File: config.mk
export PLATFORM = sky130hd
export DESIGN_NAME = qbus_master
export DESIGN_NICKNAME = d
export VERILOG_FILES = /design/src/rtl/qbus_master_pkg.sv /design/src/rtl/qbus_timeout.sv /design/src/rtl/qbus_master.sv
export SDC_FILE = /design/constraint.sdc
export NUM_CORES = 1
export LEC_CHECK = 0
export CELL_PAD_IN_SITES_DETAIL_PLACEMENT = 1
export CELL_PAD_IN_SITES_GLOBAL_PLACEMENT = 2
export CORE_MARGIN = 2
export CORE_UTILIZATION = 25
export CTS_BUF_LIST = sky130_fd_sc_hd__clkbuf_8
export CTS_CLUSTER_DIAMETER = 50
export DETAILED_ROUTE_END_ITERATION = 10
export PLACE_DENSITY = 0.83
export SLEW_MARGIN = 25
export SYNTH_ARGS = -nofsm -noshare
export SYNTH_HDL_FRONTEND = slang
export SYNTH_HIERARCHICAL = 1
export SYNTH_SLANG_ARGS = --single-unit
File: constraint.sdc
create_clock -name clk -period 2.4 [get_ports clk]
set_input_delay 0.48 -clock clk [delete_from_list [all_inputs] [get_ports clk]]
set_output_delay 0.48 -clock clk [all_outputs]
set_load 0.005 [all_outputs]
File: src/rtl/qbus_master_pkg.sv
// Shared definitions for the Q-bus master: FSM state encoding, cycle kinds, default reply timeout.
// S_RMW_WAIT exists only when QBUS_RMW_EN is defined.
package qbus_master_pkg;

  typedef enum logic [2:0] {
    S_IDLE     = 3'd0,
    S_ADDR     = 3'd1,
    S_DATA     = 3'd2,
    S_END      = 3'd3,
`ifdef QBUS_RMW_EN
    S_RMW_WAIT = 3'd5,
`endif
    S_ERR      = 3'd4
  } state_t;

  typedef enum logic {
    K_READ  = 1'b0,
    K_WRITE = 1'b1
  } kind_t;

  localparam int TMO_CYC_DEF = 63;

endpackage

File: src/rtl/qbus_timeout.sv
// Loadable down-counter with zero flag; saturates at zero instead of wrapping.
module qbus_timeout #(
  parameter int TMO_W = 6
) (
  input  logic             clk,
  input  logic             reset,
  input  logic             load,
  input  logic             dec,
  input  logic [TMO_W-1:0] load_val,
  output logic             zero
);

  logic [TMO_W-1:0] cnt;

  always_ff @(posedge clk) begin
    if (reset)
      cnt <= '0;
    else if (load)
      cnt <= load_val;
    else if (dec && (cnt != '0))
      cnt <= cnt - 1'b1;
  end

  assign zero = (cnt == '0);

endmodule

File: src/rtl/qbus_master.sv
// Q-bus DATI/DATO cycle sequencer with reply timeout and bus-error reporting.
// Optional QBUS_RMW_EN adds rmw_i and a DATIO (read-modify-write) cycle with SYNC held throughout.
module qbus_master
  import qbus_master_pkg::*;
#(
  parameter int DATA_W  = 16,
  parameter int ADDR_W  = 16,
  parameter int TMO_W   = 6,
  parameter int TMO_CYC = TMO_CYC_DEF
) (
  input  logic              clk,
  input  logic              reset,
  input  logic              ce,
  input  logic              rd_i,
  input  logic              wr_i,
  input  logic              byte_i,
`ifdef QBUS_RMW_EN
  input  logic              rmw_i,
`endif
  input  logic [ADDR_W-1:0] addr_i,
  input  logic [DATA_W-1:0] wdata_i,
  output logic [DATA_W-1:0] rdata_o,
  output logic              done_o,
  output logic              err_o,
  output logic              busy_o,
  output logic [ADDR_W-1:0] addr_o,
  output logic [DATA_W-1:0] data_o,
  input  logic [DATA_W-1:0] data_i,
  output logic              sync_o,
  output logic              din_o,
  output logic              dout_o,
  output logic              wtbt_o,
  output logic              bsy_o,
  input  logic              rply_i
);

  localparam logic [TMO_W-1:0] TMO_LOAD = TMO_W'(TMO_CYC);

  state_t state;
  kind_t  kind;
  logic   byte_q;
  logic   rmw_q;
  logic   tmo_load, tmo_dec, tmo_zero;

  qbus_timeout #(.TMO_W(TMO_W)) u_tmo (
    .clk      (clk),
    .reset    (reset),
    .load     (tmo_load),
    .dec      (tmo_dec),
    .load_val (TMO_LOAD),
    .zero     (tmo_zero)
  );

  // The timeout window restarts at every phase boundary: address, reply assert, and RMW write phase.
  always_comb begin
    tmo_load = 1'b0;
    tmo_dec  = 1'b0;
    if (ce) begin
      case (state)
        S_ADDR: tmo_load = 1'b1;
        S_DATA: begin
          if (rply_i) tmo_load = 1'b1;
          else        tmo_dec  = 1'b1;
        end
        S_END: if (rply_i) tmo_dec = 1'b1;
`ifdef QBUS_RMW_EN
        S_RMW_WAIT: if (wr_i) tmo_load = 1'b1;
`endif
        default: ;
      endcase
    end
  end

  assign bsy_o = sync_o;

`ifndef QBUS_RMW_EN
  assign rmw_q = 1'b0;
`endif

  always_ff @(posedge clk) begin
    if (reset) begin
      state   <= S_IDLE;
      kind    <= K_READ;
      byte_q  <= 1'b0;
      rdata_o <= '0;
      addr_o  <= '0;
      data_o  <= '0;
      done_o  <= 1'b0;
      err_o   <= 1'b0;
      busy_o  <= 1'b0;
      sync_o  <= 1'b0;
      din_o   <= 1'b0;
      dout_o  <= 1'b0;
      wtbt_o  <= 1'b0;
`ifdef QBUS_RMW_EN
      rmw_q   <= 1'b0;
`endif
    end else if (ce) begin
      done_o <= 1'b0;
      err_o  <= 1'b0;
      case (state)
        S_IDLE: begin
          if (rd_i || wr_i) begin
            addr_o <= addr_i;
            byte_q <= byte_i;
            kind   <= rd_i ? K_READ : K_WRITE;
            if (!rd_i) data_o <= wdata_i;
`ifdef QBUS_RMW_EN
            rmw_q  <= rd_i && rmw_i;
`endif
            sync_o <= 1'b1;
            busy_o <= 1'b1;
            state  <= S_ADDR;
          end
        end
        S_ADDR: begin
          din_o  <= (kind == K_READ);
          dout_o <= (kind == K_WRITE);
          wtbt_o <= byte_q;
          state  <= S_DATA;
        end
        S_DATA: begin
          if (rply_i) begin
            if (kind == K_READ) rdata_o <= data_i;
            din_o  <= 1'b0;
            dout_o <= 1'b0;
            wtbt_o <= 1'b0;
            sync_o <= rmw_q;
            state  <= S_END;
          end else if (tmo_zero) begin
            din_o  <= 1'b0;
            dout_o <= 1'b0;
            wtbt_o <= 1'b0;
            sync_o <= 1'b0;
            err_o  <= 1'b1;
            state  <= S_ERR;
          end
        end
        S_END: begin
          if (!rply_i) begin
            done_o <= 1'b1;
`ifdef QBUS_RMW_EN
            if (rmw_q) begin
              state <= S_RMW_WAIT;
            end else begin
              busy_o <= 1'b0;
              state  <= S_IDLE;
            end
`else
            busy_o <= 1'b0;
            state  <= S_IDLE;
`endif
          end else if (tmo_zero) begin
            sync_o <= 1'b0;
            err_o  <= 1'b1;
            state  <= S_ERR;
          end
        end
        S_ERR: begin
          sync_o <= 1'b0;
          busy_o <= 1'b0;
          state  <= S_IDLE;
        end
`ifdef QBUS_RMW_EN
        // SYNC stays asserted while the requester prepares the modified word.
        S_RMW_WAIT: begin
          if (wr_i) begin
            data_o <= wdata_i;
            kind   <= K_WRITE;
            rmw_q  <= 1'b0;
            dout_o <= 1'b1;
            wtbt_o <= byte_q;
            state  <= S_DATA;
          end
        end
`endif
        default: state <= S_IDLE;
      endcase
    end
  end

endmodule

==> summary.txt <==
Clocking
  – CTS clk-pin slew, worst paths: roughly 70 ps
  – CTS Hold Bufs: 0
  – CTS buffer count: 9
  – PostCTS Resize Cnt: 0
  – Clk_lat worst skew: 340 ps
  – Post-CTS setup buffers: 0
  – Clk sinks: 66
  – TritonCTS clock tree: yes
  – Clk root buf: clkbuf_8
  – H-tree depth: 3
  – Longest Clk Path Bufs: 2

Synth
  – Number of synthesized flops with an enable pin: 0
  – Top FF cell, synth: dfxtp_1
  – Synth Area per Inst: between 9 and 10 sq um
  – Ys async rst share: 0%
  – Sequential area share after synthesis: 48.3%
  – Cell Area, Synth: about 0.0027 sq mm
  – Post-synth cell types: 47
  – Top-count cell post-synth: dfxtp_1
  – Post-synth top area share: between 40% and 50%
  – Mapped Cells: 298
  – Synth Warn #: 6
  – Seq cells post-synth: 66
  – Synth area leader: dfxtp_1
  – Synth area leaders: dfxtp_1 (48%), mux2i_1 (13%), nand2_1 (5.8%), nor2_1 (5.2%), a21oi_1 (5.1%)
  – Top cells by count, synth: dfxtp_1 (66), nand2_1 (42), nor2_1 (38)

STA
  – Setup ws final: 353 ps
  – Final setup violation count: 0
  – Total negative slack: 0 ps
  – Final hold slack: 457 ps
  – RSZ-0062 raised after global routing: false
  – Fin crit share: between 80 and 90%
  – Hold Fails Final Rpt: 0
  – Worst-Margin Slew: slightly above 600 ps
  – Max_slew headroom: 58.3%
  – Final Critical Period: just over 2000 ps
  – Clock Skew: approximately 6.9 ps
  – FMAX: about 0.49 GHz
  – Max-slew violations: 0

Detailed routing
  – Routed len/inst: 13.5 microns
  – Vias: roughly 2500
  – Final WL: 7630 microns
  – DR pass1 iterations: 6
  – DRC: 0
  – Via-to-Cell Ratio: roughly 4.5
  – Antenna Nets Post-Route: 0
  – Initial DRC count: 63

Global routing
  – Congestion Overflow GR: 0
  – Vias in the first global route: 2600
  – First-pass GRT wire length: between 10000 and 15000 microns
  – Largest net degree at the start of global routing: 27
  – Initial antenna violation count: 0
  – Gr usage total: around 14%

Place
  – Hpwl dp: 5610 microns
  – Placed Instances: between 500 and 600
  – I/O Buffers: between 100 and 150
  – Final Wtd Congestion: around 0.7
  – Pre-CTS setup slack: -2.70 ps
  – Post-placement cell area: approximately 0.0040 sq mm

Power
  – Peak supply drop: 0.192 mV
  – Lkg Pwr: 1.75 nW
  – PwrDens: 601 mW/mm^2

Finish
  – Fillers: between 1000 and 1500
  – Ant diodes: 0
  – Area added between synthesis and finish: 52.7%
  – Fin cells: about 560
  – Nets: roughly 480
  – Layout cells sized above 1: about a tenth
  – Design area: ~0.0042 sq mm

Setup path
  – Worst-path fanout max: 3
  – Launching point of the worst reg2reg path: u_tmo/cnt[0]$_SDFFE_PP0P_
  – Critical Path RT: around 2600 ps
  – Worst path arrival time: ~2300 ps
  – Worst Reg-to-Reg Cells: 8
  – Setup CP Type: primary input to register
  – Worst setup EP type: register
  – Worst Setup Start Kind: primary input
  – Worst setup path start: ce

Die
  – Top Ports: around 110
  – Initial Util: 25.4%
  – Core area: 0.0107 sq mm
  – Die Wd: roughly 110 microns
  – Core Rows: 38
  – Die area: around 0.012 sq mm
  – Die H: roughly 110 microns

Min path
  – Hold Crit Class: register to register
  – Beginning of the worst hold path: addr_o[1]$_SDFFE_PP0P_
  – Hold path depth: 2

Job
  – Max Cap Viol: 0

Run status
  – Status: finished, final reports clean
report_power, final:
| part | internal [W] | total [W] | switching (W) |
|---|---|---|---|
| clock | 0.000363 | 0.000797 | 0.000434 |
| combinational | 0.000285 | 0.000502 | 0.000216 |
| sequential | 0.00116 | 0.00121 | 0.0000536 |
| total | 0.00181 | 0.00251 | 0.000704 |
worst max-delay path: stages:
cell,delay (ps)
clkdlybuf4s50_1,530
nand2b_4,70
nor3_1,210
or4b_4,510
nor3_2,140
mux2i_1,220
a211oi_1,90
layout make-up:
cell class	count	area (sq um)	share of cell area (%)
Sequential cell	66	1320	31.6
Clock inverter	7	38.8	0.929
Tap cell	140	175	4.20
Clock buffer	9	124	2.97
Multi-Input combinational cell	208	1270	30.5
Inverter	9	33.8	0.809
Timing Repair Buffer	125	1210	28.9
per-layer routing:
| metal | vias to the layer above | part of all wire, % | routed length (microns) | track usage [%] |
|---|---|---|---|---|
| li1 | 1244 | - | - | - |
| met1 | 1217 | 42 | 3200 | 15.4 |
| met2 | 56 | 50 | 3840 | 23.5 |
| met3 | 6 | 6.4 | 492 | 5.42 |
| met4 | 0 | 1.3 | 96 | 4.95 |
| met5 | - | 0 | 0 | 0 |
cell usage in the layout, fill, tap and decap left out, types with 2 or more instances in the layout:
cell             count
a211oi_1             4
mux2i_1             36
o21ai_0              2
or3_1                2
dfxtp_1             66
nand2_1             42
xnor2_1              2
clkinv_2             3
or4b_4               2
inv_2                2
clkbuf_8             9
a21oi_1             28
o21ai_1              2
inv_1                9
buf_4               15
nor3_1               5
nand2b_1             8
clkdlybuf4s50_1    109
o31ai_1              2
nand3_1              2
o32ai_1              2
nor2_1              38
ha_1                 2
conb_1               6
logic make-up (layout without fill, tap and decap cells):
group | Yosys count | count (layout) | share of synthesized area (%)
xor gates and xnor gates | 3 | 3 | 0.961
adders and majority gates | 2 | 2 | 0.915
buffers and inverters | 29 | 150 | 5.77
muxes | 36 | 36 | 13.2
DFF | 66 | 66 | 48.3
and+or+nand+nor | 110 | 110 | 18.9
other | 1 | 6 | 0.137
AOI/OAI and AO/OA | 51 | 51 | 11.8
final timing paths:
| path | to | slack (ps) |
|---|---|---|
| setup / recovery | u_tmo/cnt[5]$_SDFFE_PP0P_ | 350 |
| hold / removal | addr_o[1]$_SDFFE_PP0P_ | 460 |
| setup reg to reg | din_o$_SDFFE_PP0P_ | 370 |
| hold reg to reg | addr_o[1]$_SDFFE_PP0P_ | 460 |
through the flow:
step	util (%)	power [W]
after floorplan	-	0.00148
after global placement	37.3	0.00173
after detailed placement	37.3	0.00174
after CTS	38.9	0.00257
after global routing	38.9	0.00267
final	38.9	0.00251
registers in the layout, summed over array words and instances, names as in the netlist, 3 cells and up:
signal,flops
addr_o,16
u_tmo/cnt,6
state,3
rdata_o,16
data_o,16
Power figures use the tool's default switching activity.
